===== config.mk =====
export PLATFORM = sky130hd
export DESIGN_NAME = bist_tpg
export DESIGN_NICKNAME = d
export VERILOG_FILES = /design/src/rtl/bist_pkg.sv /design/src/rtl/bist_delay_line.sv /design/src/rtl/bist_tpg.sv
export SDC_FILE = /design/constraint.sdc
export NUM_CORES = 1
export LEC_CHECK = 0
export CAP_MARGIN = 20
export CORE_UTILIZATION = 58
export CTS_CLUSTER_DIAMETER = 120
export CTS_CLUSTER_SIZE = 30
export DETAILED_ROUTE_END_ITERATION = 10
export MAX_ROUTING_LAYER = met4
export PLACE_DENSITY = 0.89
export SLEW_MARGIN = 20
export SYNTH_ARGS = -nofsm -noshare
export SYNTH_HDL_FRONTEND = slang
export SYNTH_HIERARCHICAL = 1
export SYNTH_SLANG_ARGS = --single-unit

===== constraint.sdc =====
create_clock -name clk -period 6.77 [get_ports clk]
set_input_delay 1.354 -clock clk [delete_from_list [all_inputs] [get_ports clk]]
set_output_delay 1.354 -clock clk [all_outputs]
set_load 0.05 [all_outputs]

===== src/rtl/bist_pkg.sv =====
// Shared BIST definitions: TPG state encoding and the Galois LFSR step
// used by both the pattern generator and MISR-side models.
package bist_pkg;

    localparam int LFSR_MAX_W = 32;

    typedef enum logic [1:0] {
        IDLE  = 2'd0,
        RUN   = 2'd1,
        DRAIN = 2'd2,
        DONE  = 2'd3
    } tpg_state_t;

    // Right-shifting Galois step on the low w bits; bits above w are forced to 0.
    function automatic logic [LFSR_MAX_W-1:0] lfsr_next(
        input logic [LFSR_MAX_W-1:0] q,
        input logic [LFSR_MAX_W-1:0] poly,
        input int                    w
    );
        logic [LFSR_MAX_W-1:0] mask;
        mask = '0;
        for (int i = 0; i < LFSR_MAX_W; i++) begin
            if (i < w) mask[i] = 1'b1;
        end
        return ((q & mask) >> 1) ^ ({LFSR_MAX_W{q[0]}} & poly & mask);
    endfunction

endpackage


===== src/rtl/bist_delay_line.sv =====
// LAT-deep single-bit delay line with synchronous active-low reset;
// every stage clears on reset so no stale pulse can leak out afterwards.
module bist_delay_line #(
    parameter int LAT = 2
) (
    input  logic clk,
    input  logic rst,
    input  logic i_d,
    output logic o_q
);

    logic [LAT-1:0] r_sr;

    generate
        if (LAT == 1) begin : g_one
            always_ff @(posedge clk) begin
                if (!rst) r_sr <= '0;
                else      r_sr <= i_d;
            end
        end else begin : g_multi
            always_ff @(posedge clk) begin
                if (!rst) r_sr <= '0;
                else      r_sr <= {r_sr[LAT-2:0], i_d};
            end
        end
    endgenerate

    assign o_q = r_sr[LAT-1];

endmodule


===== src/rtl/bist_tpg.sv =====
// LFSR test pattern generator for the BIST datapath with hold stall and a
// latency-matched MISR enable. Optional macro TPG_SEED_GUARD_EN replaces a zero seed.
module bist_tpg
    import bist_pkg::*;
#(
    parameter int n     = 8,
    parameter int CNT_W = 16,
    parameter int LAT   = 2
) (
    input  logic             clk,
    input  logic             rst,
    input  logic             start,
    input  logic             hold,
    input  logic [n-1:0]     poly,
    input  logic [n-1:0]     seed,
    input  logic [CNT_W-1:0] num_pat,
    output logic [n-1:0]     pattern,
    output logic             pat_valid,
    output logic             misr_en,
    output logic             busy,
    output logic             done,
`ifdef TPG_SEED_GUARD_EN
    output logic             seed_err,
`endif
    output tpg_state_t       dbg_state
);

    localparam int DW = (LAT > 1) ? $clog2(LAT) : 1;

    tpg_state_t       r_state;
    logic [n-1:0]     r_poly;
    logic [n-1:0]     r_pattern;
    logic [CNT_W-1:0] r_cnt;
    logic [CNT_W-1:0] r_num;
    logic [DW-1:0]    r_drain;

    logic [n-1:0]     w_seed_eff;
    logic [n-1:0]     w_next;
    logic             w_pat_valid;
    logic             w_last;

`ifdef TPG_SEED_GUARD_EN
    logic r_seed_err;
    // An all-zero Galois LFSR never leaves zero, so substitute 1.
    assign w_seed_eff = (seed == '0) ? n'(1) : seed;
    assign seed_err   = r_seed_err;
`else
    assign w_seed_eff = seed;
`endif

    assign w_next      = n'(lfsr_next(LFSR_MAX_W'(r_pattern), LFSR_MAX_W'(r_poly), n));
    assign w_pat_valid = (r_state == RUN) && !hold;
    assign w_last      = (r_cnt == r_num - CNT_W'(1));

    always_ff @(posedge clk) begin
        if (!rst) begin
            r_state   <= IDLE;
            r_poly    <= '0;
            r_pattern <= '0;
            r_cnt     <= '0;
            r_num     <= '0;
            r_drain   <= '0;
`ifdef TPG_SEED_GUARD_EN
            r_seed_err <= 1'b0;
`endif
        end else begin
            case (r_state)
                IDLE: begin
                    if (start) begin
                        r_poly <= poly;
                        r_num  <= num_pat;
                        r_cnt  <= '0;
`ifdef TPG_SEED_GUARD_EN
                        r_seed_err <= (seed == '0);
`endif
                        if (num_pat != '0) begin
                            r_pattern <= w_seed_eff;
                            r_state   <= RUN;
                        end else begin
                            r_state   <= DONE;
                        end
                    end
                end
                RUN: begin
                    if (w_pat_valid) begin
                        r_pattern <= w_next;
                        r_cnt     <= r_cnt + CNT_W'(1);
                        if (w_last) begin
                            r_state <= DRAIN;
                            r_drain <= '0;
                        end
                    end
                end
                DRAIN: begin
                    // Gives the CUT pipeline LAT cycles to flush into the MISR.
                    if (r_drain == DW'(LAT - 1)) r_state <= DONE;
                    else                         r_drain <= r_drain + DW'(1);
                end
                DONE:    r_state <= IDLE;
                default: r_state <= IDLE;
            endcase
        end
    end

    bist_delay_line #(.LAT(LAT)) u_misr_dly (
        .clk (clk),
        .rst (rst),
        .i_d (w_pat_valid),
        .o_q (misr_en)
    );

    assign pattern   = r_pattern;
    assign pat_valid = w_pat_valid;
    assign busy      = (r_state == RUN) || (r_state == DRAIN);
    assign done      = (r_state == DONE);
    assign dbg_state = r_state;

endmodule


Word level (Yosys, flattened, before mapping)
Cells that the tools add are included.
{ "word_totals": {"inputBits": 36, "ff_bits": 53, "out_inout_bits": 14} }
{ "op_classes": {"addsub": 3, "reduce_logical": 12, "n_mux": 17, "n_eq_ne": 9, "n_bitwise": 2} }
{ "ops": {"columns": ["operator", "n"], "rows": [
  ["$mux 16", 2],
  ["$pmux 16 s2", 1],
  ["$mux 8", 3],
  ["$add 16x1->16 const B", 1],
  ["$eq 16x16->1", 1],
  ["$pmux 8 s2", 1],
  ["$reduce_bool 16->1", 1],
  ["$sub 16x1->16 const B", 1],
  ["$mux 2", 5],
  ["$and 8x8->8", 1],
  ["$ne 2x2->1 const B", 4],
  ["$pmux 2 s4", 1],
  ["$reduce_and 4->1", 2],
  ["$xor 7x8->8", 1],
  ["$reduce_and 3->1", 2],
  ["$eq 2x2->1 const B", 2],
  ["$reduce_bool 2->1", 2],
  ["$mux 1", 3],
  ["$eq 2x1->1 const B", 1],
  ["$logic_not 2->1", 1],
  ["$ne 2x1->1 const B", 1],
  ["$pmux 1 s2", 1],
  ["$reduce_and 2->1", 1],
  ["$add 1x1->1 const B", 1],
  ["other kinds (3)", 3]
]} }

Logic depth before layout (Yosys ltp)
{ "logic_depth": {"word_depth": 5, "ltp_mapped": 11, "ltp_nobuf": 9} }

Cells and area by module
The synthesis kept the hierarchy.
{ "modules_own_cells": {"columns": ["module", "seq_area_each_um2", "n_inst", "cells_per_inst", "area_per_inst_um2"], "rows": [
  ["bist_tpg", 1021.0, 1, 378, 3022.9],
  ["bist_delay_line", 40.0, 1, 4, 52.6]
]} }

Worst setup path before layout
Ideal clock, no wire load.
{ "synth_timing": {"kind": "input port to output port", "from": "input port hold", "to": "output port pat_valid", "arrival_time_ns": 2.062, "required_time_ns": 5.416, "slack_ns": 3.354, "path_stages": 1, "path_cell_list": "nor2b_1"} }
{ "synth_between": {"elab_chain_len": 2} }
{ "synth_rtl": {"columns": ["element", "line_no", "rtl"], "rows": [
  ["start, declared", "bist_tpg.sv:13", "input logic hold,"],
  ["$logic_not 1->1", "bist_tpg.sv:52", "assign w_pat_valid = (r_state == RUN) && !hold;"],
  ["$logic_and 1x1->1", "bist_tpg.sv:52", null],
  ["end, declared", "bist_tpg.sv:18", "output logic pat_valid,"]
]} }
No other way between the ends.

Final worst setup path
Ends and elaborated chain as after synthesis.

==> impl_metrics.env <==
export IMPL_worst_path_max_delay_cell="clkdlybuf4s50_1"
export IMPL_power_frac_seq_pct=35.3
export IMPL_drc=1
export IMPL_use_met2_pct=43.34
export IMPL_grt_busiest_layer="met2"
export IMPL_place_congestion=0.9266
export IMPL_ys_top_cells_by_count="nand2_1, dfxtp_1, a21boi_0, nor2_1, xnor2_1"
export IMPL_setup_viol=0
export IMPL_power_leakage_nw=1.335
export IMPL_critPathTopFamily="buffers and inverters"
export IMPL_chipHeight_um=74.82
export IMPL_num_io_pins=50
export IMPL_route_detailed_wl_per_inst_um=14.21
export IMPL_clock_sinks=53
export IMPL_grtUsageMet1_pct=35.66
export IMPL_synth_main_ff_cell="dfxtp_1"
export IMPL_clock_latency_ns=0.31
export IMPL_cts_tree="done"
export IMPL_switching_share_pct=43.66
export IMPL_power_switching_w=0.0005299
export IMPL_rows=26
export IMPL_cts_resized=0
export IMPL_finalCriticalPeriod_ns=4.286
export IMPL_hpwlAfterDp_mm=5.127
export IMPL_reg2reg_depth=8
export IMPL_grt_pass1_vias=2484
export IMPL_skew_ns=0.007344
export IMPL_cp_max_fo=6
export IMPL_grt_first_pass_wirelength_mm=11.45
export IMPL_crit_top_cell="clkdlybuf4s50_1"
export IMPL_cts_clk_slew_worst_paths_ns=0.10
export IMPL_first_pass_iters=7
export IMPL_vdd_drop_max_uv=241.7
export IMPL_synth_edf_count=0
export IMPL_io_buffers=49
export IMPL_arrival_ns=2.93
export IMPL_fillers=426
export IMPL_die_area_um2=5598
export IMPL_cts_buffers=5
export IMPL_setup_tns_ns=0
export IMPL_yosys_area_top_type="dfxtp_1"
export IMPL_pwr_share_comb_pct=49.0
export IMPL_rsz0062_at_grt="false"
export IMPL_grt_usage_pct=27.59
export IMPL_synth_distinct_cells=45
export IMPL_hp_start="u_misr_dly/r_sr[0]$_SDFF_PN0_"
export IMPL_coreArea_um2=5107
export IMPL_synth_seq_area_share_pct=34.50
export IMPL_final_max_slew_violation_count=0
export IMPL_whs_path_depth=1
export IMPL_fin_crit_sh_pct=63.31
export IMPL_die_width_um=74.82
export IMPL_yosysTopAreaCellShare_pct=34.50
export IMPL_dr_total_vias=2760
export IMPL_r2r_slack_ns=3.67
export IMPL_drive_gt1_share_pct=5.755
export IMPL_synth_area_um2=3075
export IMPL_dr_first_iter_drc_count=159
export IMPL_cpPeakStageDelay_ns=0.85
export IMPL_synth_most_common_cell="nand2_1"
export IMPL_async_reset_ff_share_pct=0
export IMPL_cts_buffer_depth=2
export IMPL_ys_warn_count=6
export IMPL_grt_remaining_overflow=0
export IMPL_slew_headroom_pct=42.62
export IMPL_vias_per_cell=5.667
export IMPL_critical_path_depth=3
export IMPL_violations="DRC"
export IMPL_hp_class="flip-flop to flip-flop"
export IMPL_antenna_found_initial=0
export IMPL_drv_cap=0
export IMPL_routed_wl_mm=6.918
export IMPL_crit_buf_inv=2
export IMPL_grt_met3_usage_pct=5.221
export IMPL_cts_setup_buffers=0
export IMPL_synth_seq_cells=53
export IMPL_clkPwrFrac_pct=15.7
export IMPL_startpoint="hold"
export IMPL_cts_root_buffer="clkbuf_8"
export IMPL_grt_max_degree=42
export IMPL_cp_required_ns=5.42
export IMPL_pre_cts_ws_ns=2.509
export IMPL_hold_violations=0
export IMPL_outcome="finished, violations left"
export IMPL_r2r_end="r_cnt[9]$_SDFFE_PN0P_"
export IMPL_postRouteAntennaNets=0
export IMPL_antenna_cells=0
export IMPL_intPower_w=0.0006837
export IMPL_nets=459
export IMPL_crit_end="pat_valid"
export IMPL_crit_path_start_kind="primary input"
export IMPL_criticalPathCategory="primary input to output port"
export IMPL_ctsHoldBuffers=0
export IMPL_synthTopCellsByArea="dfxtp_1, nand2_1, a21boi_0"
export IMPL_r2r_start="dbg_state[1]$_SDFFE_PN0P_"
export IMPL_max_freq_ghz=0.2333
export IMPL_htree_levels=2
export IMPL_syn_inst=382
export IMPL_area_growth_pct=18.67
export IMPL_critPathCaptureType="output port"
export IMPL_crit_path_cell_trace="clkdlybuf4s50_1, nor2b_1, clkdlybuf4s50_1"
export IMPL_avgSynthCellArea_um2=8.051
export IMPL_syn_nets=425
export IMPL_timing_final_ws_setup_ns=2.484
export IMPL_start_util_pct=60.22
export IMPL_worstMarginPinSlew_ns=0.8607
export IMPL_powerDensity_nw_per_um2=332.5
## worst min path at each step
stage	endpoint	slack, ns
4_1_cts	u_misr_dly/r_sr[1]$_SDFF_PN0_	0.45
3_3_place_gp	u_misr_dly/r_sr[1]$_SDFF_PN0_	0.42
3_5_place_dp	u_misr_dly/r_sr[1]$_SDFF_PN0_	0.42
2_1_floorplan	u_misr_dly/r_sr[1]$_SDFF_PN0_	0.41
6_report	u_misr_dly/r_sr[1]$_SDFF_PN0_	0.45
5_1_grt	u_misr_dly/r_sr[1]$_SDFF_PN0_	0.49
## power by group through the flow
stage               combinational (W)  clock (W)  sequential (W)
detailed placement           0.000589          0        0.000435
finish                       0.000594   0.000191        0.000429
global route                 0.000649   0.000207        0.000437
floorplan                    0.000389          0        0.000491
global placement             0.000573          0        0.000432
CTS                          0.000593   0.000193        0.000428
## cell type report
type | instances | area, um^2 | share of cell area [%]
clock buffers | 5 | 68.82 | 1.885
clock inverters | 3 | 26.28 | 0.7199
inverters | 9 | 33.78 | 0.9256
multi-input cells | 295 | 1859 | 50.94
flip-flops and latches | 53 | 1061 | 29.07
well taps | 70 | 87.58 | 2.400
repair buffers | 52 | 513.0 | 14.06
## layer usage
| layer | up-vias | wire length (um) |
|---|---|---|
| li1 | 1373 | - |
| met1 | 1313 | 3186 |
| met2 | 63 | 3363 |
| met3 | 11 | 246 |
| met4 | 0 | 121 |
| met5 | - | 0 |
## state kept, by name, summed over array words and instances (netlist names)
signal           flops
r_num               16
r_drain              1
dbg_state            2
r_poly               8
u_misr_dly/r_sr      2
pattern              8
r_cnt               16
## cells by family after synthesis
group / count (synthesis) / synth area share (%)
AND/OR/NAND/NOR: 168 / 27.66
AO/OA/AOI/OAI: 73 / 16.03
flip-flops: 53 / 34.50
XOR/XNOR: 36 / 10.25
buffers and inverters: 34 / 5.044
multiplexers: 11 / 3.662
adder cells (fa/ha/maj): 7 / 2.848
## metrics by stage
step	cells	util, %	hold slack, ns	total power [W]	instance area, um^2
finish	487	71.46	0.4455	0.001214	3650
global route	487	71.46	0.4889	0.001293	3650
detailed placement	479	69.60	0.4223	0.001024	3555
floorplan	382	-	0.4118	0.0008796	3075
CTS	487	71.46	0.4463	0.001213	3650
global placement	479	69.60	0.4193	0.001005	3555
## cells in the final DEF (no fill, tap or decap), drive strengths merged, types with 7 or more instances in the layout
master,n
xnor2,20
xor2,16
mux2i,9
nand3,12
nor3,8
clkdlybuf4s50,49
nor2b,12
nor4,7
nand4,7
inv,10
a21boi,25
dfxtp,53
nor2,25
nand2,69
ha,7
or3,9
a21oi,18
o21ai,11
(Power assumes the default switching activity.)
